[src/rtl/fetch_stage_pkg.sv]
// fetch_stage_pkg: shared CPU constants for the reset vector and next-PC source codes.
package fetch_stage_pkg;
  localparam logic [31:0] PC_RESET_DEFAULT = 32'h0000_3000;
  typedef enum logic [1:0] {
    NPC_SEQ = 2'b00,
    NPC_BR  = 2'b01,
    NPC_J   = 2'b10,
    NPC_JR  = 2'b11
  } npc_sel_e;
endpackage

[src/rtl/fetch_stage_npc.sv]
// npc: combinational next-PC select; redirect targets are relative to the instruction in ID.
module npc
  import fetch_stage_pkg::*;
(
  input  logic [1:0]  sel,
  input  logic        br_taken,
  input  logic [31:0] pc,
  input  logic [31:0] id_pc,
  input  logic [15:0] imm16,
  input  logic [25:0] imm26,
  input  logic [31:0] rs_val,
  output logic [31:0] next_pc
);
  logic [31:0] seq, link, br;
  assign seq  = pc + 32'd4;
  assign link = id_pc + 32'd4;
  assign br   = link + {{14{imm16[15]}}, imm16, 2'b00};
  assign next_pc = sel == NPC_JR ? rs_val :
                   sel == NPC_J ? {link[31:28], imm26, 2'b00} :
                   (sel == NPC_BR && br_taken) ? br : seq;
endmodule

[src/rtl/fetch_stage.sv]
// fetch_stage: PC register and IF/ID pipeline register with stall, flush and delay-slot redirects.
module fetch_stage
  import fetch_stage_pkg::*;
#(
  parameter logic [31:0] PC_RESET = PC_RESET_DEFAULT
) (
  input  logic        clk,
  input  logic        reset,
  input  logic        stall,
  input  logic        flush,
  input  logic [1:0]  npc_sel,
  input  logic        br_taken,
  input  logic [15:0] id_imm16,
  input  logic [25:0] id_imm26,
  input  logic [31:0] id_rs_val,
  output logic [31:0] i_addr,
  input  logic [31:0] i_rdata,
  output logic [31:0] id_instr,
  output logic [31:0] id_pc,
  output logic [31:0] id_pc8,
  output logic        id_valid
);
  logic [31:0] pc, next_pc;
  npc u_npc (
    .sel     (npc_sel),
    .br_taken(br_taken),
    .pc      (pc),
    .id_pc   (id_pc),
    .imm16   (id_imm16),
    .imm26   (id_imm26),
    .rs_val  (id_rs_val),
    .next_pc (next_pc)
  );
  assign i_addr = pc;
  // A stalled redirect is dropped here; the held ID instruction re-requests it after the stall.
  always_ff @(posedge clk or posedge reset) begin
    if (reset) begin
      pc       <= PC_RESET;
      id_instr <= '0;
      id_pc    <= '0;
      id_pc8   <= '0;
      id_valid <= 1'b0;
    end else begin
      if (!stall) pc <= next_pc;
      if (flush || !stall) begin
        id_instr <= flush ? 32'd0 : i_rdata;
        id_valid <= !flush;
        id_pc    <= pc;
        id_pc8   <= pc + 32'd8;
      end
    end
  end
endmodule
[config.mk]
export PLATFORM = sky130hd
export DESIGN_NAME = fetch_stage
export DESIGN_NICKNAME = d
export VERILOG_FILES = /design/src/rtl/fetch_stage_pkg.sv /design/src/rtl/fetch_stage_npc.sv /design/src/rtl/fetch_stage.sv
export SDC_FILE = /design/constraint.sdc
export NUM_CORES = 1
export LEC_CHECK = 0
export BUFFER_PORTS_ARGS = -buffer_cell sky130_fd_sc_hd__buf_2
export CAP_MARGIN = 10
export CORE_UTILIZATION = 35
export CTS_BUF_LIST = sky130_fd_sc_hd__clkbuf_16
export DETAILED_ROUTE_END_ITERATION = 7
export PLACE_DENSITY = 0.56
export SYNTH_ARGS = -nofsm -noshare
export SYNTH_HDL_FRONTEND = slang
export SYNTH_HIERARCHICAL = 1
export SYNTH_SLANG_ARGS = --single-unit
[constraint.sdc]
create_clock -name clk -period 5.7 [get_ports clk]
set_input_delay 1.71 -clock clk [delete_from_list [all_inputs] [get_ports clk]]
set_output_delay 1.71 -clock clk [all_outputs]
set_load 0.01 [all_outputs]
==> run metrics <==
Port-buffer cells=between 200 and 250; crit share post-route=between 80% and 90%; status=finished, final reports clean; CP endpoint kind=register; Total GRT Usage=a little under a quarter; maximum VDD drop=between 0.0002 and 0.00025 V; post-synthesis cell type count=73; Yosys top cell area share=a little over a third; Die W=161.7 um; clk_lat worst skew=roughly 0.43 ns; most used cell, CP=o22ai_1; Core Region=~25000 um2; post-synth top area cell=dfrtp_1; Final nets=roughly 1400; WP data required=around 6 ns; Min Clock Period, post-route=about 4.6 ns; cells on worst reg2reg path=14; Avg WL per Cell=roughly 19 um; Final Hold Fails=0; Filler cells=~2600; Top Ports=242; footprint of the multi-input gates=5459 um2; final RePlAce weighted congestion=0.8773; commonest cells in the netlist=nand2_1 (147), dfrtp_1 (124), nor2_1 (86); Area growth, synth to finish=22.90%; Worst Path Class, Setup=in2reg; DIE HEIGHT=between 150 and 200 um; hold crit path type=reg2reg; TritonCTS Buffers=17; via count=roughly 8500; Rel. slew slack=around 33%; largest net degree at the start of global routing=65; Max FO, Critical Path=5; Residual DRC=0; Post-CTS Setup Inserts=0; number of global-route vias before repair=about 8000; Post-Syn Instances=just over 1000; Synth Area per Inst=~8.7 um2; RR Startpoint=id_pc[4]; asr flop ratio synth=100.0%; fmax=around 0.22 GHz; Total Routed Length=30.07 mm; ANT nets after route=0; slowest cell on the critical path=o31ai_1; hold slack=roughly 0.48 ns; final core occ=a little over two fifths; clock buffer depth=2; unrepaired setup endpoints after global routing=no; count leader, synth=nand2_1; CP Data Arrival Time=between 4 and 5 ns; Resized cells post-CTS=0; Worst Setup SP=id_imm16[0]; worst setup path end=i_addr[24]; max-cap violations=0; Hold-fix buffers, CTS=0; initial DRC count=616; Die ar.=around 26000 um2; router iterations before antenna repair=5; clock root buffer=clkbuf_16; global route overflow=0; clk_skew=about 0.012 ns; flops & latches, synth=126; final setup violation count=0; DP Wirelength=22.23 mm; fin area=approximately 11000 um2; Register Area=roughly 3200 um2; layout cells sized above 1=about a quarter; CP Cell Sequence=buf_2 > ha_1 > fa_1 > a21o_1 > a31oi_1 > o22ai_1 > o31ai_1 > o22ai_1 > mux2i_1 > o21ai_0 > o2bb2ai_1 > mux2_2; placed inst area=~10000 um2; clock-pin slew on the worst setup and hold paths=roughly 0.060 ns; Row Count=58; Max stage delay on crit path=~0.55 ns; post-synthesis sequential area ratio=approximately 35%; max-slew violations=0; first-pass GRT wire length=between 40 and 50 mm; H-tree levels=4; Initial Utilization=35.56%; startpoint class of the critical path=input pin; Syn. warnings=6; LEAKAGE=between 0.005 and 0.006 uW; Worst-Margin Slew=1.002 ns; setup TNS=0 ns; CTS sink cnt=between 100 and 150; Worst R2R Setup Slack=between 1 and 1.5 ns; Syn Nets=1173; top cells by area, synth=dfrtp_1 (35%), mux2i_1 (6.8%), nand2_1 (6.2%); Power per Cell Area=359.3 nW/um2; post-DR vias/cell=5.347; RR Endpoint=i_addr[27]; number of synthesized flops with an enable pin=0; Synth Cell Area=~8900 um2; TritonCTS clock tree=yes; Synth Flop Type=dfrtp_1; antenna violations before repair=1
-- worst max-delay path: cells and delay by family --
kind	cells	cell delay, ns
buffers and inverters	1	0.10
AOI/OAI and AO/OA	7	1.97
muxes	2	0.44
adders and majority gates	2	0.65
-- placed cells by master, fill, tap and decap left out, types with 31 or more instances in the layout --
master | netlist | routed
o21ai_0 | 47 | 47
dfrtp_1 | 124 | 124
mux2_2 | 32 | 32
ha_1 | 37 | 37
nand2_1 | 147 | 147
nor2_1 | 86 | 86
nand3_1 | 45 | 45
mux2i_1 | 61 | 61
xnor2_1 | 57 | 57
xor2_1 | 31 | 31
a21oi_1 | 60 | 60
buf_2 | 3 | 240
-- final cells by class --
type	instances	share of cell area, %
Inverter	25	0.8779
Clock buffer	17	3.876
Timing Repair Buffer	250	11.74
Clock inverter	15	1.220
Sequential cell	126	28.75
Multi-Input combinational cell	819	49.74
Antenna cell	1	0.02280
Tap cell	330	3.762
-- per-stage QoR --
step                worst slack (ns)  cells  total power, uW
finish                         1.128   1583             3943
global route                   1.012   1583             4184
CTS                            1.204   1582             3954
detailed placement            0.7598   1550             2873
global placement              0.9193   1550             2865
floorplan                     0.6374   1022             2298
-- cells by family after synthesis --
logic type               synth area share [%]
AO/OA/AOI/OAI                           14.82
XOR/XNOR                                8.883
adder cells (fa/ha/maj)                 5.408
buffers and inverters                   3.615
flip-flops                              35.34
multiplexers                            10.87
AND/OR/NAND/NOR                         21.06
-- registers in the layout (all words and copies together), names as in the netlist --
register	count
id_pc8	29
id_valid	1
id_instr	32
i_addr	32
id_pc	32
-- worst min-delay path by stage --
stage                     startpoint        end  slack (ns)  depth (start not counted)
after detailed placement   id_pc8[4]  id_pc8[4]        0.47                          2
after CTS                  id_pc8[4]  id_pc8[4]        0.48                          2
after global placement     id_pc8[4]  id_pc8[4]        0.45                          2
final                      id_pc8[4]  id_pc8[4]        0.48                          2
after floorplan            id_pc8[4]  id_pc8[4]        0.51                          2
after global routing       id_pc8[4]  id_pc8[4]        0.51                          2
-- power by group --
part,switching [uW],internal [uW]
combinational,853,647
clock,456,605
sequential,315,1070
-- routing by layer --
layer	vias up	GRT usage, %	part of all wire (%)
met5	-	0	0
met4	0	7.376	2.2
met3	37	5.899	6.9
met2	283	37.05	46
met1	4048	30.67	45
li1	4097	-	-
No activity file was read; power rests on OpenSTA's default activity.
